===== src/rtl/fmap_job_sequencer.sv =====
`timescale 1ns/1ps
`default_nettype none
// ============================================================================
//  Module   : fmap_job_sequencer
//  Purpose  : Runs a batch of 1..MAX_JOBS images through the pixel-ROM feeder
//             and the CNN. For each job it selects the image, fires a
//             one-cycle feeder start, counts streamed pixels, waits for the
//             class result and stores it. A job that stalls for TIMEOUT idle
//             cycles stores all-ones and raises the sticky error flag.
//  Revision : 1.0 - initial release
// ----------------------------------------------------------------------------
//  Ports
//    clk            in   clock, all state on the rising edge
//    reset          in   asynchronous active-high reset
//    i_start        in   batch start, only honoured while idle
//    i_base_sel     in   first image index (reduced modulo NUM_SEL)
//    i_num_jobs     in   images per batch (0 -> 1, >MAX_JOBS -> MAX_JOBS)
//    o_sel          out  image select to the feeder, held for a whole job
//    o_feed_valid   out  one-cycle feeder start pulse
//    i_pix_valid    in   feeder pixel strobe
//    i_result_valid in   CNN result strobe
//    i_result       in   CNN class
//    o_busy         out  batch in progress
//    o_done         out  one-cycle batch-complete pulse
//    o_job_idx      out  current job index (0 while idle)
//    o_results      out  job k result at [k*CLASS_BW +: CLASS_BW]
//    o_err          out  sticky per-batch timeout flag
// ============================================================================
module fmap_job_sequencer #(
  parameter int TOTAL_PIXELS = 784,
  parameter int SEL_BW       = 4,
  parameter int NUM_SEL      = 12,
  parameter int CLASS_BW     = 4,
  parameter int MAX_JOBS     = 4,
  parameter int TIMEOUT      = 4095,
  parameter int GAP          = 2
) (
  input  logic                         clk,
  input  logic                         reset,
  input  logic                         i_start,
  input  logic [SEL_BW-1:0]            i_base_sel,
  input  logic [2:0]                   i_num_jobs,
  output logic [SEL_BW-1:0]            o_sel,
  output logic                         o_feed_valid,
  input  logic                         i_pix_valid,
  input  logic                         i_result_valid,
  input  logic [CLASS_BW-1:0]          i_result,
  output logic                         o_busy,
  output logic                         o_done,
  output logic [1:0]                   o_job_idx,
  output logic [MAX_JOBS*CLASS_BW-1:0] o_results,
  output logic                         o_err
);

  localparam int PIX_W  = $clog2(TOTAL_PIXELS + 1);
  localparam int TMR_W  = $clog2(TIMEOUT + 1);
  localparam int GAP_W  = $clog2(GAP + 2);
  localparam int SELX_W = SEL_BW + 1;

  localparam logic [PIX_W-1:0]  LAST_PIX = PIX_W'(TOTAL_PIXELS - 1);
  localparam logic [TMR_W-1:0]  TMR_LAST = TMR_W'(TIMEOUT - 1);
  localparam logic [GAP_W-1:0]  GAP_LAST = GAP_W'((GAP > 0) ? GAP - 1 : 0);
  localparam logic [SEL_BW-1:0] SEL_LAST = SEL_BW'(NUM_SEL - 1);
  localparam logic [SELX_W-1:0] SEL_MOD  = SELX_W'(NUM_SEL);
  localparam logic [2:0]        MAX_N    = 3'(MAX_JOBS);

  typedef enum logic [2:0] {
    IDLE     = 3'd0,
    LAUNCH   = 3'd1,
    STREAM   = 3'd2,
    WAIT_RES = 3'd3,
    STORE    = 3'd4,
    GAP_WAIT = 3'd5,
    DONE     = 3'd6
  } state_t;

  state_t              state, state_nxt;
  logic [1:0]          job;
  logic [1:0]          last_job;
  logic [PIX_W-1:0]    pix_cnt;
  logic [TMR_W-1:0]    timer;
  logic [GAP_W-1:0]    gap_cnt;
  logic [CLASS_BW-1:0] res_cap;
  logic                job_err;
  logic [2:0]          num_clamped;
  logic [SEL_BW-1:0]   base_mod;

  // The timer holds the number of idle cycles already elapsed, so the
  // TIMEOUT-th consecutive idle cycle is the one that sees TMR_LAST.
  logic tmr_hit;
  logic pix_last;
  assign tmr_hit  = (timer == TMR_LAST);
  assign pix_last = (pix_cnt == LAST_PIX);

  always_comb begin
    num_clamped = i_num_jobs;
    if (i_num_jobs == 3'd0) begin
      num_clamped = 3'd1;
    end else if (i_num_jobs > MAX_N) begin
      num_clamped = MAX_N;
    end
  end

  // One spare bit keeps the modulus non-zero when NUM_SEL == 2**SEL_BW.
  assign base_mod = SEL_BW'({1'b0, i_base_sel} % SEL_MOD);

  assign o_job_idx = (state == IDLE) ? 2'd0 : job;

  always_ff @(posedge clk or posedge reset) begin
    if (reset) begin
      state <= IDLE;
    end else begin
      state <= state_nxt;
    end
  end

  always_comb begin
    state_nxt    = state;
    o_feed_valid = 1'b0;
    o_busy       = 1'b0;
    o_done       = 1'b0;
    case (state)
      IDLE: begin
        if (i_start) state_nxt = LAUNCH;
      end
      LAUNCH: begin
        o_feed_valid = 1'b1;
        o_busy       = 1'b1;
        state_nxt    = STREAM;
      end
      STREAM: begin
        o_busy = 1'b1;
        if (i_pix_valid) begin
          if (pix_last) state_nxt = WAIT_RES;
        end else if (tmr_hit) begin
          state_nxt = STORE;
        end
      end
      WAIT_RES: begin
        o_busy = 1'b1;
        if (i_result_valid || tmr_hit) state_nxt = STORE;
      end
      STORE: begin
        o_busy = 1'b1;
        if (job == last_job) begin
          state_nxt = DONE;
        end else if (GAP == 0) begin
          state_nxt = LAUNCH;
        end else begin
          state_nxt = GAP_WAIT;
        end
      end
      GAP_WAIT: begin
        o_busy = 1'b1;
        if (gap_cnt == GAP_LAST) state_nxt = LAUNCH;
      end
      DONE: begin
        o_done    = 1'b1;
        state_nxt = IDLE;
      end
      default: state_nxt = IDLE;
    endcase
  end

  always_ff @(posedge clk or posedge reset) begin
    if (reset) begin
      o_sel     <= '0;
      o_results <= '0;
      o_err     <= 1'b0;
      job       <= 2'd0;
      last_job  <= 2'd0;
      pix_cnt   <= '0;
      timer     <= '0;
      gap_cnt   <= '0;
      res_cap   <= '0;
      job_err   <= 1'b0;
    end else begin
      case (state)
        IDLE: begin
          if (i_start) begin
            o_sel     <= base_mod;
            last_job  <= 2'(num_clamped - 3'd1);
            o_results <= '0;
            o_err     <= 1'b0;
            job       <= 2'd0;
          end
        end
        LAUNCH: begin
          pix_cnt <= '0;
          timer   <= '0;
          job_err <= 1'b0;
          res_cap <= '0;
        end
        STREAM: begin
          if (i_pix_valid) begin
            pix_cnt <= pix_cnt + PIX_W'(1);
            timer   <= '0;
          end else if (tmr_hit) begin
            job_err <= 1'b1;
          end else begin
            timer <= timer + TMR_W'(1);
          end
        end
        WAIT_RES: begin
          if (i_result_valid) begin
            res_cap <= i_result;
          end else if (tmr_hit) begin
            job_err <= 1'b1;
          end else begin
            timer <= timer + TMR_W'(1);
          end
        end
        STORE: begin
          for (int k = 0; k < MAX_JOBS; k++) begin
            if (job == 2'(k)) begin
              o_results[k*CLASS_BW +: CLASS_BW] <= job_err ? {CLASS_BW{1'b1}} : res_cap;
            end
          end
          if (job_err) o_err <= 1'b1;
          if (job != last_job) begin
            job     <= job + 2'd1;
            // Stepping the select with wrap equals (base + job) mod NUM_SEL
            // because the latched base is already below NUM_SEL.
            o_sel   <= (o_sel == SEL_LAST) ? '0 : o_sel + SEL_BW'(1);
            gap_cnt <= '0;
          end
        end
        GAP_WAIT: begin
          gap_cnt <= gap_cnt + GAP_W'(1);
        end
        default: ;
      endcase
    end
  end

endmodule
`default_nettype wire


===== config.mk =====
export PLATFORM = sky130hd
export DESIGN_NAME = fmap_job_sequencer
export DESIGN_NICKNAME = d
export VERILOG_FILES = /design/src/rtl/fmap_job_sequencer.sv
export SDC_FILE = /design/constraint.sdc
export NUM_CORES = 1
export LEC_CHECK = 0
export ABC_AREA = 0
export BUFFER_PORTS_ARGS = -buffer_cell sky130_fd_sc_hd__clkbuf_2
export CAP_MARGIN = 25
export CORE_ASPECT_RATIO = 1.1
export CORE_MARGIN = 2
export CORE_UTILIZATION = 31
export DETAILED_ROUTE_END_ITERATION = 6
export GPL_TIMING_DRIVEN = 1
export PLACE_DENSITY_LB_ADDON = 0.3
export SYNTH_ARGS = -nofsm -noshare
export SYNTH_HDL_FRONTEND = slang
export SYNTH_SLANG_ARGS = --single-unit

===== constraint.sdc =====
create_clock -name clk -period 1.8 [get_ports clk]
set_input_delay 0.36 -clock clk [delete_from_list [all_inputs] [get_ports clk]]
set_output_delay 0.36 -clock clk [all_outputs]
set_load 0.02 [all_outputs]

[Word-level counts from Yosys, hierarchy flattened]
Index checks and enable logic that the tools add are counted.
Word-level totals
  bits in registers: 57
  bits of input ports: 16
  output and inout bits: 26
  word-level logic and storage cells: 120
Operators by class
  add/sub/neg operators: 6
  div/mod/pow operators: 1
  $lt $le $gt $ge: 1
  equality and inequality tests: 30
  multiplexer cells: 45
  reduce and logical (&&, ||, !) cells: 23
Operator list (number)
  12-bit 2-to-1 mux: 3
  4-bit 2-to-1 mux: 9
  12-bit case mux with 3 select lines: 1
  16-bit case mux with 2 select lines: 1
  2-bit != test, second input constant: 13
  3-bit AND reduction: 7
  10-bit case mux with 2 select lines: 1
  3-bit 2-to-1 mux: 6
  3-bit case mux with 6 select lines: 1
  16-bit 2-to-1 mux: 1
  4-bit case mux with 2 select lines: 2
  2-bit 2-to-1 mux: 7
  12-bit by 1-bit adder with 12-bit output, second input constant: 1
  12-bit equality test, second input constant: 1
  10-bit by 1-bit adder with 10-bit output, second input constant: 1
  10-bit equality test, second input constant: 1
  10-bit 2-to-1 mux: 1
  2-bit AND reduction: 5
  3-bit equality test, second input constant: 3
  1-bit 2-to-1 mux: 8
  2-bit case mux with 2 select lines: 2
  2-bit nonzero test: 4
  3-bit by 2-bit equality test with 1-bit output, second input constant: 2
  3-bit logical NOT: 2
  19 further kinds: 23

[Longest topological paths before layout]
  depth after elaboration: 4
  mapped depth: 8
  depth with buffers taken out: 7

[Least setup slack after synthesis]
No wires, ideal clock.
  path type: register -> output
  start: reg state[0]
  end: out o_feed_valid
  arrival: 1294 ps
  data required time: 1440 ps
  path slack: 146 ps
  cell stages (with the launch flop): 4
  path buffers: 1
  cell sequence: dfrtp_1 buf_2 nand2_1 nor2_1
On the way
  word-level cells in the longest chain between the ends: 2
Ends and longest elaborated chain
  from (decl): RTL line 77  | state_t state, state_nxt;
  from (signal assigned): RTL line 113  | state <= state_nxt;
  3-bit by 1-bit equality test with 1-bit output: RTL line 122  | case (state)
  1-bit 2-to-1 mux: RTL line 122
  to (decl): RTL line 44  | output logic o_feed_valid,
No other way between the ends.

[Final worst setup path]
  start: reg state[0]
  end: out o_job_idx[1]
On the way
  word-level cells in the longest chain between the ends: 2
Ends and longest elaborated chain
  3-bit logical NOT: RTL line 107  | assign o_job_idx = (state == IDLE) ? 2'd0 : job;
  2-bit 2-to-1 mux: RTL line 107
  to (decl): RTL line 50  | output logic [1:0] o_job_idx,
No other way between the ends.

==> results.ini <==
[final_layout]
multi_input_area_um2 = 1473
synthToLayoutAreaGrowth_pct = 28.85
antenna_cells = 0
layout-drive-gt1-share = 0.2774
fin_cells = 510
nets = 413
register_area_um2 = 1430
nFillCells = 944

[detailed_routing]
viasPerCell = 5.073
avgRoutedWirePerCell_um = 14.06
wirelength_um = 7173
via_count = 2587
ant_nets = 0
firstDrtPassIters = 4
drc = 0
drt_iter0_drc = 112

[floorplan]
core_area_um2 = 9259
dieArea_um2 = 10250
initial_utilization = 0.3166
rows = 37
die_x_um = 96.72
io_pins = 42
chipHeight_um = 106.0

[synthesis]
synth.distinct_cells = 46
synth-edff-count = 0
yosysSeqAreaShare = 0.4866
synthFlopType = dfrtp_1
avgSynthCellArea_um2 = 9.248
synth-seq-cells = 57
syn_area_um2 = 2932
async_flop_share = 1.000
syn_inst = 317
synth_fp_nets = 342
synth_warnings = 0

[timing]
slew_violations = 0
relSlewSlack = 0.7761
fmax_mhz = 569.5
finalSetupTns_ps = 0
worst_pin_slew_ps = 334.6
finalSetupViolCount = 0
fin_skew_ps = 8.228
finalHoldViolCount = 0
holdWs_ps = 44.52
fin_crit_ps = 1756
rsz0062_at_grt = yes
post-route-period-util = 0.9755

[global_route]
grt_antenna_before_repair = 0
grt_usage = 0.1481
grt_max_degree = 58
grt.overflow.total = 0
grt_pass1_wl_um = 12540
grt_pass1_vias = 2559

[worst_setup_path]
worst_setup_path_start_kind = register
cp-end-kind = output pin
path_max_fanout = 7
critPathRequiredTime_ps = 1440
crit_arrival_ps = 1400
critPathKind = reg2out

[placement]
port_buffers = 41
post-dp-hpwl_um = 5235
place_inst = 488
gp_congestion = 0.8292

[run_status]
status = completed

[pwr]
finalPower_w = 0.005417
leakage_nw = 1.753
power_density_nw_per_um2 = 1434
peakVddDrop_mv = 0.5343

[clock_tree]
cts_tree = yes
cts-buffers-inserted = 9
clock_sinks = 57
clk_latency_ps = 340
cts_root_buffer = clkbuf_8
htreeDepth = 3
clk_pin_slew_ps = 80
cts_hold_buf = 0
clock_tree.buffer_depth = 2

[run]
cap_violations = 0

[worst_hold_path]
holdCritPathClass = in2async

-- metal layers --
metal  track usage  vias to the layer above  part of all wire
met5             0                        -                 0
met4       0.03722                        0            0.0079
met3       0.03813                        8             0.042
met2        0.2450                       62              0.49
met1        0.1945                     1250              0.46
li1              -                     1267                 -
-- sequential cells by signal (all words and copies together) (netlist names), 2 cells and up --
register / flops
o_results: 16
job: 2
pix_cnt: 10
res_cap: 4
o_sel: 4
state: 3
last_job: 2
gap_cnt: 2
timer: 12
-- what timing repair did --
action,in CTS,in global routing
pin swaps,0,1
endpoints found under the setup margin,6,14
gates resized for setup,5,20
buffers inserted,5,1
-- cell type report --
class | count | area share
Multi-Input combinational cell | 238 | 0.3899
Sequential cell | 57 | 0.3786
Timing Repair Buffer | 69 | 0.1199
Tap cell | 117 | 0.03875
Clock buffer | 9 | 0.03279
Clock inverter | 7 | 0.02716
Inverter | 13 | 0.01292
-- final timing paths --
check                      slack, ps                       end                    from  cells past startpoint
max                               40              o_job_idx[1]    state[0]$_DFFE_PP0P_                      4
min                               40  o_results[9]$_DFFE_PP0P_                   reset                      3
max reg2reg                       60      state[1]$_DFFE_PP0P_    state[2]$_DFFE_PP0P_                      6
min reg2reg                      490    gap_cnt[1]$_DFFE_PP0P_  gap_cnt[1]$_DFFE_PP0P_                      2
max in group asynchronous       1470      state[0]$_DFFE_PP0P_                   reset                      3
min in group clk                 310      o_sel[0]$_DFFE_PP0P_           i_base_sel[0]                      3
-- per-stage QoR --
step / area [µm²] / utilization / setup WS [ps]
6_report: 3777 / 0.4080 / 44.08
2_1_floorplan: 2932 / - / 40.36
4_1_cts: 3710 / 0.4007 / 21.94
5_1_grt: 3777 / 0.4080 / -44.89
3_5_place_dp: 3418 / 0.3692 / -25.86
3_3_place_gp: 3418 / 0.3692 / 102.1
-- power breakdown --
group	total (W)	switching, W	internal, W
combinational	0.00229	0.00132	0.000976
clock	0.00137	0.000577	0.000791
sequential	0.00176	0.000237	0.00152
-- cell families after synthesis --
group,synth area share
fa+ha+maj,0.03841
compound gates,0.1857
mux,0.006829
buf+inv,0.03116
flops,0.4866
xor+xnor,0.04780
simple gates,0.2036
-- Yosys cell counts (3+ instances only) --
cell type  count  area share
and2_1         5       0.011
o22ai_1        3      0.0064
nor2_1        30       0.038
nor3_1         8       0.014
xor2_1        12       0.036
and3_1         6       0.013
nand4_1        7       0.015
dfrtp_1       57        0.49
a22o_1        11       0.033
ha_1           9       0.038
a21oi_1       14       0.024
a31oi_1        4      0.0085
xnor2_1        4       0.012
nand2_1       45       0.058
nand3_1       11       0.019
nand2b_1       3      0.0064
o21ai_0       37       0.063
buf_2          4      0.0068
inv_1         13       0.017
clkbuf_1       3      0.0038
-- layout by cell type, fill, tap and decap left out, drive strengths merged, types with 2 or more instances in the layout --
cell,count
nor3,8
nand3,11
dfrtp,57
and3,6
o22ai,3
nor2,30
a22o,11
bufinv,2
nor4,2
clkinv,3
a31oi,4
o21ai,38
xnor2,4
o21a,2
and4,2
nand3b,2
or3,2
inv,14
mux2i,2
nand2b,3
ha,9
and2,5
nand4,8
a21oi,14
xor2,12
nand2,45
buf,32
clkbuf,46
-- worst max-delay path: stages (launching register included) --
cell     delay [ps]
dfrtp_2         440
buf_6           140
nor3_4          220
nor2_1           90
buf_2           170
No activity file was read; power rests on OpenSTA's default activity.
